===== src/rtl/pipeline_stats_collector_if.sv =====
// Report stream of the statistics collector: one counter word per transfer
// on a valid/ready handshake.
interface pipeline_stats_collector_if #(
  parameter int unsigned CNT_W = 32
) ();
  logic             rpt_valid;
  logic             rpt_ready;
  logic [3:0]       rpt_idx;
  logic [CNT_W-1:0] rpt_data;
  logic             rpt_last;

  modport master (
    output rpt_valid,
    output rpt_idx,
    output rpt_data,
    output rpt_last,
    input  rpt_ready
  );

  modport slave (
    input  rpt_valid,
    input  rpt_idx,
    input  rpt_data,
    input  rpt_last,
    output rpt_ready
  );
endinterface


===== src/rtl/pipeline_stats_collector.sv =====
// Per-cycle pipeline event counters; on halt the counters freeze and are
// streamed out as nine indexed words, after which done stays set until reset.
module pipeline_stats_collector #(
  parameter int unsigned CNT_W = 32
) (
  input  logic                        clock,
  input  logic                        reset_n,
  input  logic                        run,
  input  logic                        ev_retire,
  input  logic [2:0]                  ev_class,
  input  logic                        ev_br_taken,
  input  logic                        ev_stall,
  input  logic                        ev_raw,
  input  logic                        halt,
  pipeline_stats_collector_if.master  rpt,
  output logic                        done
);

  localparam int unsigned NumCnt = 9;

  typedef enum logic [1:0] {StCount, StDrain, StDone} state_e;

  state_e           state_q, state_d;
  logic [CNT_W-1:0] cnt_q [NumCnt];
  logic [CNT_W-1:0] cnt_d [NumCnt];
  logic [NumCnt-1:0] inc;

  logic             valid_q, valid_d;
  logic [3:0]       idx_q, idx_d;
  logic [CNT_W-1:0] data_q, data_d;
  logic             last_q, last_d;
  logic             done_q, done_d;
  logic [3:0]       idx_nxt;

  // Index order: cycles, instr, arith, logic, mem, branch, br_taken, stall, raw.
  always_comb begin
    inc = '0;
    if (state_q == StCount && run) begin
      inc[0] = 1'b1;
      inc[1] = ev_retire;
      inc[2] = ev_retire && (ev_class == 3'd0);
      inc[3] = ev_retire && (ev_class == 3'd1);
      inc[4] = ev_retire && (ev_class == 3'd2);
      inc[5] = ev_retire && (ev_class == 3'd3);
      inc[6] = ev_retire && (ev_class == 3'd3) && ev_br_taken;
      inc[7] = ev_stall;
      inc[8] = ev_raw;
    end
  end

  // Saturating increment: a full counter holds at all-ones.
  always_comb begin
    for (int i = 0; i < NumCnt; i++) begin
      cnt_d[i] = (inc[i] && (cnt_q[i] != '1)) ? cnt_q[i] + 1'b1 : cnt_q[i];
    end
  end

  always_comb begin
    state_d = state_q;
    valid_d = valid_q;
    idx_d   = idx_q;
    data_d  = data_q;
    last_d  = last_q;
    done_d  = done_q;
    idx_nxt = idx_q + 4'd1;
    unique case (state_q)
      StCount: begin
        if (halt) begin
          state_d = StDrain;
          valid_d = 1'b1;
          idx_d   = 4'd0;
          // Include the halt cycle's own events in the first word.
          data_d  = cnt_d[0];
          last_d  = 1'b0;
        end
      end
      StDrain: begin
        if (rpt.rpt_ready) begin
          if (last_q) begin
            state_d = StDone;
            valid_d = 1'b0;
            last_d  = 1'b0;
            done_d  = 1'b1;
          end else begin
            idx_d  = idx_nxt;
            data_d = cnt_q[idx_nxt];
            last_d = (idx_nxt == 4'd8);
          end
        end
      end
      StDone: ;
      default: state_d = StCount;
    endcase
  end

  always_ff @(posedge clock or negedge reset_n) begin
    if (!reset_n) begin
      state_q <= StCount;
      valid_q <= 1'b0;
      idx_q   <= 4'd0;
      data_q  <= '0;
      last_q  <= 1'b0;
      done_q  <= 1'b0;
      for (int i = 0; i < NumCnt; i++) begin
        cnt_q[i] <= '0;
      end
    end else begin
      state_q <= state_d;
      valid_q <= valid_d;
      idx_q   <= idx_d;
      data_q  <= data_d;
      last_q  <= last_d;
      done_q  <= done_d;
      cnt_q   <= cnt_d;
    end
  end

  assign rpt.rpt_valid = valid_q;
  assign rpt.rpt_idx   = idx_q;
  assign rpt.rpt_data  = data_q;
  assign rpt.rpt_last  = last_q;
  assign done          = done_q;

endmodule


===== src/flat_wrapper.sv =====
// flat-port wrapper written by rule: the top's interface ports become plain ports
module pipeline_stats_collector_flat 
#(
  parameter int unsigned CNT_W = 32
)
  (clock, reset_n, run, ev_retire, ev_class, ev_br_taken, ev_stall, ev_raw, halt, done, rpt_rpt_valid, rpt_rpt_idx, rpt_rpt_data, rpt_rpt_last, rpt_rpt_ready);
  pipeline_stats_collector_if #(.CNT_W(CNT_W)) rpt_i ();
  input  logic clock;
  input  logic reset_n;
  input  logic run;
  input  logic ev_retire;
  input  logic [2:0] ev_class;
  input  logic ev_br_taken;
  input  logic ev_stall;
  input  logic ev_raw;
  input  logic halt;
  output logic done;
  output wire logic [$bits(rpt_i.rpt_valid)-1:0] rpt_rpt_valid;
  output wire logic [$bits(rpt_i.rpt_idx)-1:0] rpt_rpt_idx;
  output wire logic [$bits(rpt_i.rpt_data)-1:0] rpt_rpt_data;
  output wire logic [$bits(rpt_i.rpt_last)-1:0] rpt_rpt_last;
  input wire logic [$bits(rpt_i.rpt_ready)-1:0] rpt_rpt_ready;
  assign rpt_rpt_valid = rpt_i.rpt_valid;
  assign rpt_rpt_idx = rpt_i.rpt_idx;
  assign rpt_rpt_data = rpt_i.rpt_data;
  assign rpt_rpt_last = rpt_i.rpt_last;
  assign rpt_i.rpt_ready = rpt_rpt_ready;
  pipeline_stats_collector #(.CNT_W(CNT_W)) u_core (.clock(clock), .reset_n(reset_n), .run(run), .ev_retire(ev_retire), .ev_class(ev_class), .ev_br_taken(ev_br_taken), .ev_stall(ev_stall), .ev_raw(ev_raw), .halt(halt), .rpt(rpt_i), .done(done));
endmodule

===== config.mk =====
export PLATFORM = sky130hd
export DESIGN_NAME = pipeline_stats_collector_flat
export DESIGN_NICKNAME = d
export VERILOG_FILES = /design/src/rtl/pipeline_stats_collector_if.sv /design/src/rtl/pipeline_stats_collector.sv /design/src/flat_wrapper.sv
export SDC_FILE = /design/constraint.sdc
export NUM_CORES = 1
export LEC_CHECK = 0
export CAP_MARGIN = 20
export CORE_ASPECT_RATIO = 0.8
export CORE_MARGIN = 2
export CORE_UTILIZATION = 51
export CTS_CLUSTER_DIAMETER = 40
export DETAILED_ROUTE_END_ITERATION = 8
export GPL_TIMING_DRIVEN = 0
export PLACE_DENSITY = 0.69
export SKIP_CTS_REPAIR_TIMING = 1
export SLEW_MARGIN = 20
export SYNTH_ARGS = -nofsm -noshare
export SYNTH_HDL_FRONTEND = slang
export SYNTH_SLANG_ARGS = --single-unit

===== constraint.sdc =====
create_clock -name clock -period 2.4 [get_ports clock]
set_input_delay 0.48 -clock clock [delete_from_list [all_inputs] [get_ports clock]]
set_output_delay 0.48 -clock clock [all_outputs]
set_load 0.01 [all_outputs]

# [Word-level counts from Yosys, hierarchy flattened]
# Cells that the tools add are included.
[op_classes] n_eq_ne=19 add_sub_neg=10 n_lt_le_gt_ge=1 n_reduce_logical=23 n_mux=25 bitwise=2
[ops] cell="$add 32x1->32 const B" n=9
[ops] cell="$ne 32x32->1 const B" n=9
[ops] cell="$mux 32" n=6
[ops] cell="$bmux 32 s4" n=1
[ops] cell="$pmux 32 s2" n=1
[ops] cell="$logic_and 1x1->1" n=15
[ops] cell="$mux 4" n=3
[ops] cell="$reduce_and 4->1" n=3
[ops] cell="$mux 9" n=1
[ops] cell="$pmux 4 s2" n=1
[ops] cell="$eq 3x2->1 const B" n=2
[ops] cell="$mux 1" n=6
[ops] cell="$mux 2" n=3
[ops] cell="$ne 2x2->1 const B" n=3
[ops] cell="$pmux 2 s3" n=1
[ops] cell="$reduce_and 3->1" n=2
[ops] cell="$ge 5x5->1 const B" n=1
[ops] cell="$not 4->5" n=1
[ops] cell="$add 4x1->4 const B" n=1
[ops] cell="$eq 4x4->1 const B" n=1
[ops] cell="$pmux 1 s2" n=2
[ops] cell="$eq 3x1->1 const B" n=1
[ops] cell="$logic_not 3->1" n=1
[ops] cell="$eq 2x1->1 const B" n=1
[ops] cell="5 further kinds" n=5
[word_totals] word_cells=95 register_bits=329 out_inout_bits=39

# [Longest topological paths before layout]
# Gate-level depths: netlist of the first run.
[logic_depth] ltp_word=8 depth_mapped=10 ltp_nobuf=7

# [Least setup slack after synthesis of the first run]
# No wires, ideal clock.
[synth_path] path_type="register to register" from="register u_core.idx_q[1], in the netlist u_core.rpt.rpt_idx[1]" to="register u_core.data_q[19], in the netlist u_core.rpt.rpt_data[19]" t_required_ns=2.277 path_stages_with_launch=9 path_slack_ns=-0.187 t_arrival_ns=2.464 period_less_slack_ns=2.587 setup_time_ns=0.123 path_cell_list="dfrtp_1 -> ha_1 -> buf_2 -> buf_1 -> clkbuf_1 -> mux4_2 -> mux2i_1 -> o21ai_0 -> o221a_2"
[synth_via] elab_chain_cells=8
[synth_rtl] element="start, declared" line="pipeline_stats_collector.sv:29" text="logic [3:0] idx_q, idx_d;"
[synth_rtl] element="start signal, assigned" line="pipeline_stats_collector.sv:110" text="idx_q <= idx_d;"
[synth_rtl] element="$add 4x1->4" line="pipeline_stats_collector.sv:65" text="idx_nxt = idx_q + 4'd1;"
[synth_rtl] element="$not 4->5 (not written as such)" line="pipeline_stats_collector.sv:86" text="data_d = cnt_q[idx_nxt];"
[synth_rtl] element="$bmux 32 s4" line="pipeline_stats_collector.sv:86"
[synth_rtl] element="$mux 32 (not written as such) (2 in series)" line="pipeline_stats_collector.sv:86"
[synth_rtl] element="$mux 32" line="pipeline_stats_collector.sv:79" text="if (last_q) begin"
[synth_rtl] element="$mux 32" line="pipeline_stats_collector.sv:78" text="if (rpt.rpt_ready) begin"
[synth_rtl] element="$pmux 32 s2" line="pipeline_stats_collector.sv:66" text="unique case (state_q)"
[synth_rtl] element="end signal, assigned" line="pipeline_stats_collector.sv:111" text="data_q <= data_d;"
[synth_rtl] element="end, declared" line="pipeline_stats_collector.sv:30" text="logic [CNT_W-1:0] data_q, data_d;"
# No other way between the ends. The select of a mux whose other input is x is not followed.
# A chain may end at the register's enable or synchronous reset.

# [Worst setup path after layout of the first run]
[layout_path] from="register u_core.state_q[0]" to="register u_core.cnt_q[154] (netlist name)"
[layout_via] elab_chain_cells=4
[layout_rtl] element="start, declared" line="pipeline_stats_collector.sv:23" text="state_e state_q, state_d;"
[layout_rtl] element="start signal, assigned" line="pipeline_stats_collector.sv:98" text="state_q <= StCount;"
[layout_rtl] element="start signal, assigned" line="pipeline_stats_collector.sv:108" text="state_q <= state_d;"
[layout_rtl] element="$logic_not 2->1" line="pipeline_stats_collector.sv:38" text="if (state_q == StCount && run) begin"
[layout_rtl] element="$logic_and 1x1->1" line="pipeline_stats_collector.sv:38"
[layout_rtl] element="$mux 9" line="pipeline_stats_collector.sv:38"
[layout_rtl] element="$logic_and 1x1->1" line="pipeline_stats_collector.sv:54" text="cnt_d[i] = (inc[i] && (cnt_q[i] != '1)) ? cnt_q[i] + 1'b1 : cnt_q[i];"
[layout_rtl] element="end signal, assigned" line="pipeline_stats_collector.sv:114" text="cnt_q <= cnt_d;"
[layout_rtl] element="end, declared" line="pipeline_stats_collector.sv:24" text="logic [CNT_W-1:0] cnt_q [NumCnt];"
# No other way between the ends.

==> results of run 1 <==
==> critical path: stages (launching register included) <==
cell	delay (ps)
dfrtp_1	380
nand4bb_4	370
or4b_4	670
or3_4	420
or3_4	440
nor2_4	110
xor2_1	150
==> layer usage <==
layer	up-vias	part of all wire, %	global-route usage (%)	routed length [um]
met1	7065	43	41.6	22600
met2	681	45	43.7	23300
met4	0	2.4	7.50	1240
met3	96	10	5.98	5210
met5	-	0	0	0
li1	6303	-	-	-
==> Yosys cell counts (all sizes together) (3+ instances only) <==
cell       n
or3        6
a31oi      7
clkbuf    40
nand4    101
a21o       5
and4b      3
xnor2    152
o21a       4
o21ai     34
nor3      53
and2      10
or4b       3
dfrtp    329
o2111ai    5
nor4      35
nand2b     5
inv       23
and4      28
nor2b      3
mux2      11
a221o      3
o221a     24
ha        11
xor2     127
and3      40
or3b       3
nand3    114
or2        7
nor3b      5
mux4      56
buf       11
o31ai      4
nor2     114
nand2    178
a21oi     33
mux2i     24
==> worst paths after layout <==
path / end / slack [ps]
max: u_core.cnt_q[154]$_DFFE_PN0P_ / -230
min: u_core.done$_DFFE_PN0P_ / 470
max reg2reg: u_core.cnt_q[154]$_DFFE_PN0P_ / -230
min reg2reg: u_core.done$_DFFE_PN0P_ / 470
max in group asynchronous: u_core.cnt_q[61]$_DFFE_PN0P_ / 1000
min in group asynchronous: u_core.rpt.rpt_valid$_DFFE_PN0P_ / 520
==> layout make-up <==
cell class	instances	area share [%]
Sequential cell	329	38.6
Tap cell	434	2.54
Inverter	23	0.421
Clock buffer	56	5.54
Buffer	46	1.52
Multi-Input combinational cell	1239	45.5
Timing Repair Buffer	111	5.06
Clock inverter	17	0.866
==> registers in the layout, indices dropped and copies added (netlist names) <==
name and cells:
u_core.state_q 2, u_core.rpt.rpt_valid 1, u_core.cnt_q 288, u_core.rpt.rpt_last 1
u_core.done 1, u_core.rpt.rpt_data 32, u_core.rpt.rpt_idx 4
==> kinds of logic (layout without fill, tap and decap cells) <==
kind of cell / after synthesis / after routing
xor gates and xnor gates: 279 / 279
AOI/OAI and AO/OA: 140 / 140
muxes: 91 / 91
DFF: 329 / 329
and+or+nand+nor: 718 / 718
adders and majority gates: 11 / 11
buffers and inverters: 74 / 253
==> power by group through the flow <==
stage                     clock (mW)  sequential [mW]  combinational (mW)
after floorplan                    0             6.59                3.20
after global placement             0             6.64                5.31
after detailed placement           0             6.64                5.40
after CTS                       6.35             6.55                5.41
after global routing            6.57             6.65                6.72
final                           6.27             6.60                6.34
==> per-stage QoR <==
step	worst slack (ps)	std cells	power, mW	cell area (um2)	hold WS, ps
2_1_floorplan	-32.5	1642	9.79	17500	184
3_3_place_gp	-13580	2126	12.0	18600	463
3_5_place_dp	-1090	2129	12.0	18700	461
4_1_cts	-944	2202	18.3	20000	-75.0
5_1_grt	-285	2255	19.9	21400	510
6_report	-233	2255	19.2	21400	474
==> reports/metrics.yaml, run 1 <==
synth.distinct_cells: 77
cts_made_buffers: 42
synth_top_family_by_area: "simple AND/OR/NAND/NOR gates"
clk_pin_slew_worst_paths_ps: 60
crit_path_max_fanout: 7
combPwrFrac_pct: 33.0
max_freq_mhz: 380
switchingPower_mw: 6.45
finalHoldViolCount: 0
drt-wirelength-per-cell_um: 23.2
startpoint_type: "flop"
finClkSkew_ps: 27.2
ff2ff_path_depth: 6
nFillCells: 2541
tightest_slew_ps: 898
violations: "setup timing"
clk_path_buf_depth: 3
h-tree-depth: 2
seq_area_um2: 8250
p_int_mw: 12.8
setup_viol: 42
crit_arrival_ps: 3090
ys_ff_latch: 329
place.gp.congestion: 0.962
drive_gt1_share_pct: 21.4
synth.avg_cell_area_um2: 10.7
ir_drop_mv: 0.517
dpl.hpwl_um: 37700
ant_nets: 0
synth_compound_area_share_pct: 5.72
power_leakage_nw: 9.27
fin_util_pct: 63.4
cts_sinks: 329
dieArea_um2: 35800
synth_area_um2: 17500
core-area_um2: 33700
grt_pass1_wl_um: 77200
dr.pass1.iters: 6
synth_top_area_share_pct: 47.0
critical_path_class: "flop to flop"
seq_area_frac_synth_pct: 47.0
cts_tree: "done"
die_x_um: 211
numPortBuffers: 50
clk_latency_ps: 550
startpoint: "u_core.state_q[0]$_DFFE_PN0P_"
p_clk_share_pct: 32.6
diodes: 0
num_vias: 14100
reg2reg_from: "u_core.state_q[0]$_DFFE_PN0P_"
grt_max_degree: 98
synth_nets: 1665
vias_per_cell: 6.27
period_needed_ps: 2630
ys_top_cells_by_area: "dfrtp_1 47%, xnor2_1 7.6%, mux4_2 7.1%"
area.growth.synth_to_final_pct: 22.1
grt_usage_pct: 28.6
fp-row-count: 60
antenna_found_initial: 0
crit_path_end_kind: "flop"
drt-total-wl_um: 52300
muxShareOfSynthArea_pct: 9.32
die_h_um: 170
cts_root_buffer: "clkbuf_16"
tns_ps: -3180
final_common_cell: "dfrtp_1"
initial_core_util_pct: 52.0
yosys.area_share.adder_pct: 0.786
required_ps: 2860
powerDensity_nw_per_um2: 899
ys_warn_count: 0
async_reset_ff_share_pct: 100
synth_ff_type: "dfrtp_1"
first_iter_violations: 1592
layout_common_cells: "314 x dfrtp_1, 174 x nand2_1, 149 x xnor2_1"
max-slew-margin-rel_pct: 39.7
rsz0062_at_grt: "yes"
hold_start: "u_core.done$_DFFE_PN0P_"
synth_simple_gate_area_share_pct: 21.5
synth_xor_area_share_pct: 14.0
outcome: "finished, violations left"
grt_pass1_vias: 13200
maxCapViolCount: 0
multiInputGateArea_um2: 9720
top_level_ports: 51
setup_slack_ps: -233
nets: 1815
synthCells: 1642
remaining_drc_errors: 0
worstHoldPathType: "flop to flop"
synth.largest_area_cell: "dfrtp_1"
sequentialPowerShare_pct: 34.4
finalCritPeriodShare_pct: 110
p_sw_share_pct: 33.6
grt_remaining_overflow: 0
whs_path_depth: 1
report.final.slew_viol_count: 0
synth_edf_count: 0
(Power assumes the default switching activity.)
==> inputs of run 2 (changes only) <==
--- a/config.mk
+++ b/config.mk
@@ -6,7 +6,6 @@
 export NUM_CORES = 1
 export LEC_CHECK = 0
 export CAP_MARGIN = 20
-export CORE_ASPECT_RATIO = 0.8
 export CORE_MARGIN = 2
 export CORE_UTILIZATION = 51
 export CTS_CLUSTER_DIAMETER = 40
==> run 2 against run 1 <==
- the flow still finishes with violations (setup timing)
- combinational power down 2%
- sequential power about the same
- register-to-register slack better by 60 ps
- fmax up 2.3%
- global-route usage down 0.21 points
- clock power up 26%
- cell area up 1.0%
- highest routed layer unchanged
==> reports/metrics.yaml, run 2 (same netlist as run 1, synthesis figures left out) <==
grt_pass1_wl_um: 77700
place.gp.congestion: 0.976
finClkSkew_ps: 26.7
required_ps: 2890
cts_sinks: 329
final_cells: 2263
slowest_stage: "or4b_4"
startpoint_type: "flop"
grt_max_degree: 97
r2r_slack_ps: -170
final_common_cell: "dfrtp_1"
crit_path_max_incr_delay_ps: 650
dp.cells: 2143
dieArea_um2: 35800
outcome: "finished, violations left"
fin_util_pct: 64.1
worstHoldPathType: "input pin to asynchronous set/reset pin"
clk_latency_ps: 570
die_x_um: 189
cts_tree: "done"
report.final.slew_viol_count: 0
h-tree-depth: 2
ff2ff_path_depth: 6
drive_gt1_share_pct: 20.8
antenna_found_initial: 0
num_vias: 14100
period_needed_ps: 2570
finalHoldViolCount: 0
layout_common_cells: "315 x dfrtp_1, 175 x nand2_1, 150 x xnor2_1"
crit_arrival_ps: 3070
vias_per_cell: 6.22
max_freq_mhz: 388
top_level_ports: 51
reg2reg_from: "u_core.state_q[0]$_DFFE_PN0P_"
critical_path_class: "flop to flop"
fin_area_um2: 21600
fp-row-count: 67
grt_pass1_vias: 13500
diodes: 0
die_h_um: 189
ir_drop_mv: 0.590
area.growth.synth_to_final_pct: 23.3
cp-endpoint: "u_core.cnt_q[158]$_DFFE_PN0P_"
grt_usage_pct: 28.4
startpoint: "u_core.state_q[0]$_DFFE_PN0P_"
tightest_slew_ps: 831
cts_root_buffer: "clkbuf_16"
remaining_drc_errors: 0
nets: 1799
rsz0062_at_grt: "yes"
clk_pin_slew_worst_paths_ps: 60
drt-wirelength-per-cell_um: 23.1
dpl.hpwl_um: 37500
initial_core_util_pct: 52.0
first_iter_violations: 1950
clk_path_buf_depth: 3
nFillCells: 2541
grt_remaining_overflow: 0
p_total_mw: 20.7
dpl_worst_slack_ps: -1100
max-slew-margin-rel_pct: 44.1
setup_slack_ps: -174
ant_nets: 0
powerDensity_nw_per_um2: 959
drt-total-wl_um: 52300
largest-register: "u_core.cnt_q"
crit_path_end_kind: "flop"
place_area_um2: 18700
critPathMostFrequentCell: "or3_4"
dr.pass1.iters: 6
power_leakage_nw: 9.35
setup_viol: 28
finalCritPeriodShare_pct: 107
cts_made_buffers: 48
r2r-end: "u_core.cnt_q[158]$_DFFE_PN0P_"
crit_chain: "nand4bb_4, or4b_4, or3_4, or3_4, nor2_4, xor2_1"
violations: "setup timing"
largest_register_ffs: 288
crit_path_max_fanout: 6
numPortBuffers: 50
maxCapViolCount: 0
core-area_um2: 33700
-- run 2: cell types whose count changed in the layout (fill, tap and decap cells not counted), moves of 6 or more --
cell and change:
buf_4 -19, buf_6 -6, bufinv_16 +9, clkbuf_16 +6
-- run 2: power breakdown --
part / total [mW] / internal (mW) / switching (mW)
Sequential: 6.60 / 6.02 / 0.581
Clock: 7.90 / 5.21 / 2.68
Combinational: 6.20 / 2.89 / 3.31
Total: 20.7 / 14.1 / 6.58
-- run 2: metal layers --
layer / global-route usage, % / up-vias / routed length [um]
li1: - / 6290 / -
met1: 39.6 / 7018 / 21900
met2: 45.3 / 663 / 24700
met3: 5.71 / 101 / 4360
met4: 8.11 / 0 / 1390
met5: 0 / - / 0
-- run 2: how the worst min path moves through the flow --
stage,cells after the start,startpoint,endpoint,slack [ps]
final,2,reset_n,u_core.state_q[0]$_DFFE_PN0P_,450
after global placement,1,u_core.done$_DFFE_PN0P_,u_core.done$_DFFE_PN0P_,460
after global routing,1,u_core.cnt_q[207]$_DFFE_PN0P_,u_core.cnt_q[207]$_DFFE_PN0P_,500
after CTS,1,reset_n,u_core.state_q[1]$_DFFE_PN0P_,-120
after floorplan,0,reset_n,u_core.cnt_q[0]$_DFFE_PN0P_,180
after detailed placement,1,reset_n,u_core.state_q[1]$_DFFE_PN0P_,450
-- run 2: final cells by class --
cell class                 count  area (um2)  share of cell area (%)
timing repair buffer          89         903                    4.18
buffer                        46         290                    1.34
clock buffer                  61        1330                    6.17
tap                          448         561                    2.60
clock inverter                28         468                    2.17
multi-input combinational   1239        9700                    44.9
sequential                   329        8250                    38.2
inverter                      23        90.1                   0.417
-- run 2: stage by stage --
stage               setup TNS (ps)  hold WS, ps
floorplan                    -32.5          184
global placement          -4600890          463
detailed placement         -167280          453
CTS                         -68430         -123
global route                 -5390          500
finish                       -1990          455
-- run 2: critical path, delay by kind of cell (launching register included) --
kind / cells / cell delay [ps]
XOR/XNOR: 1 / 140
AND/OR/NAND/NOR: 5 / 1970
flip-flops: 1 / 380
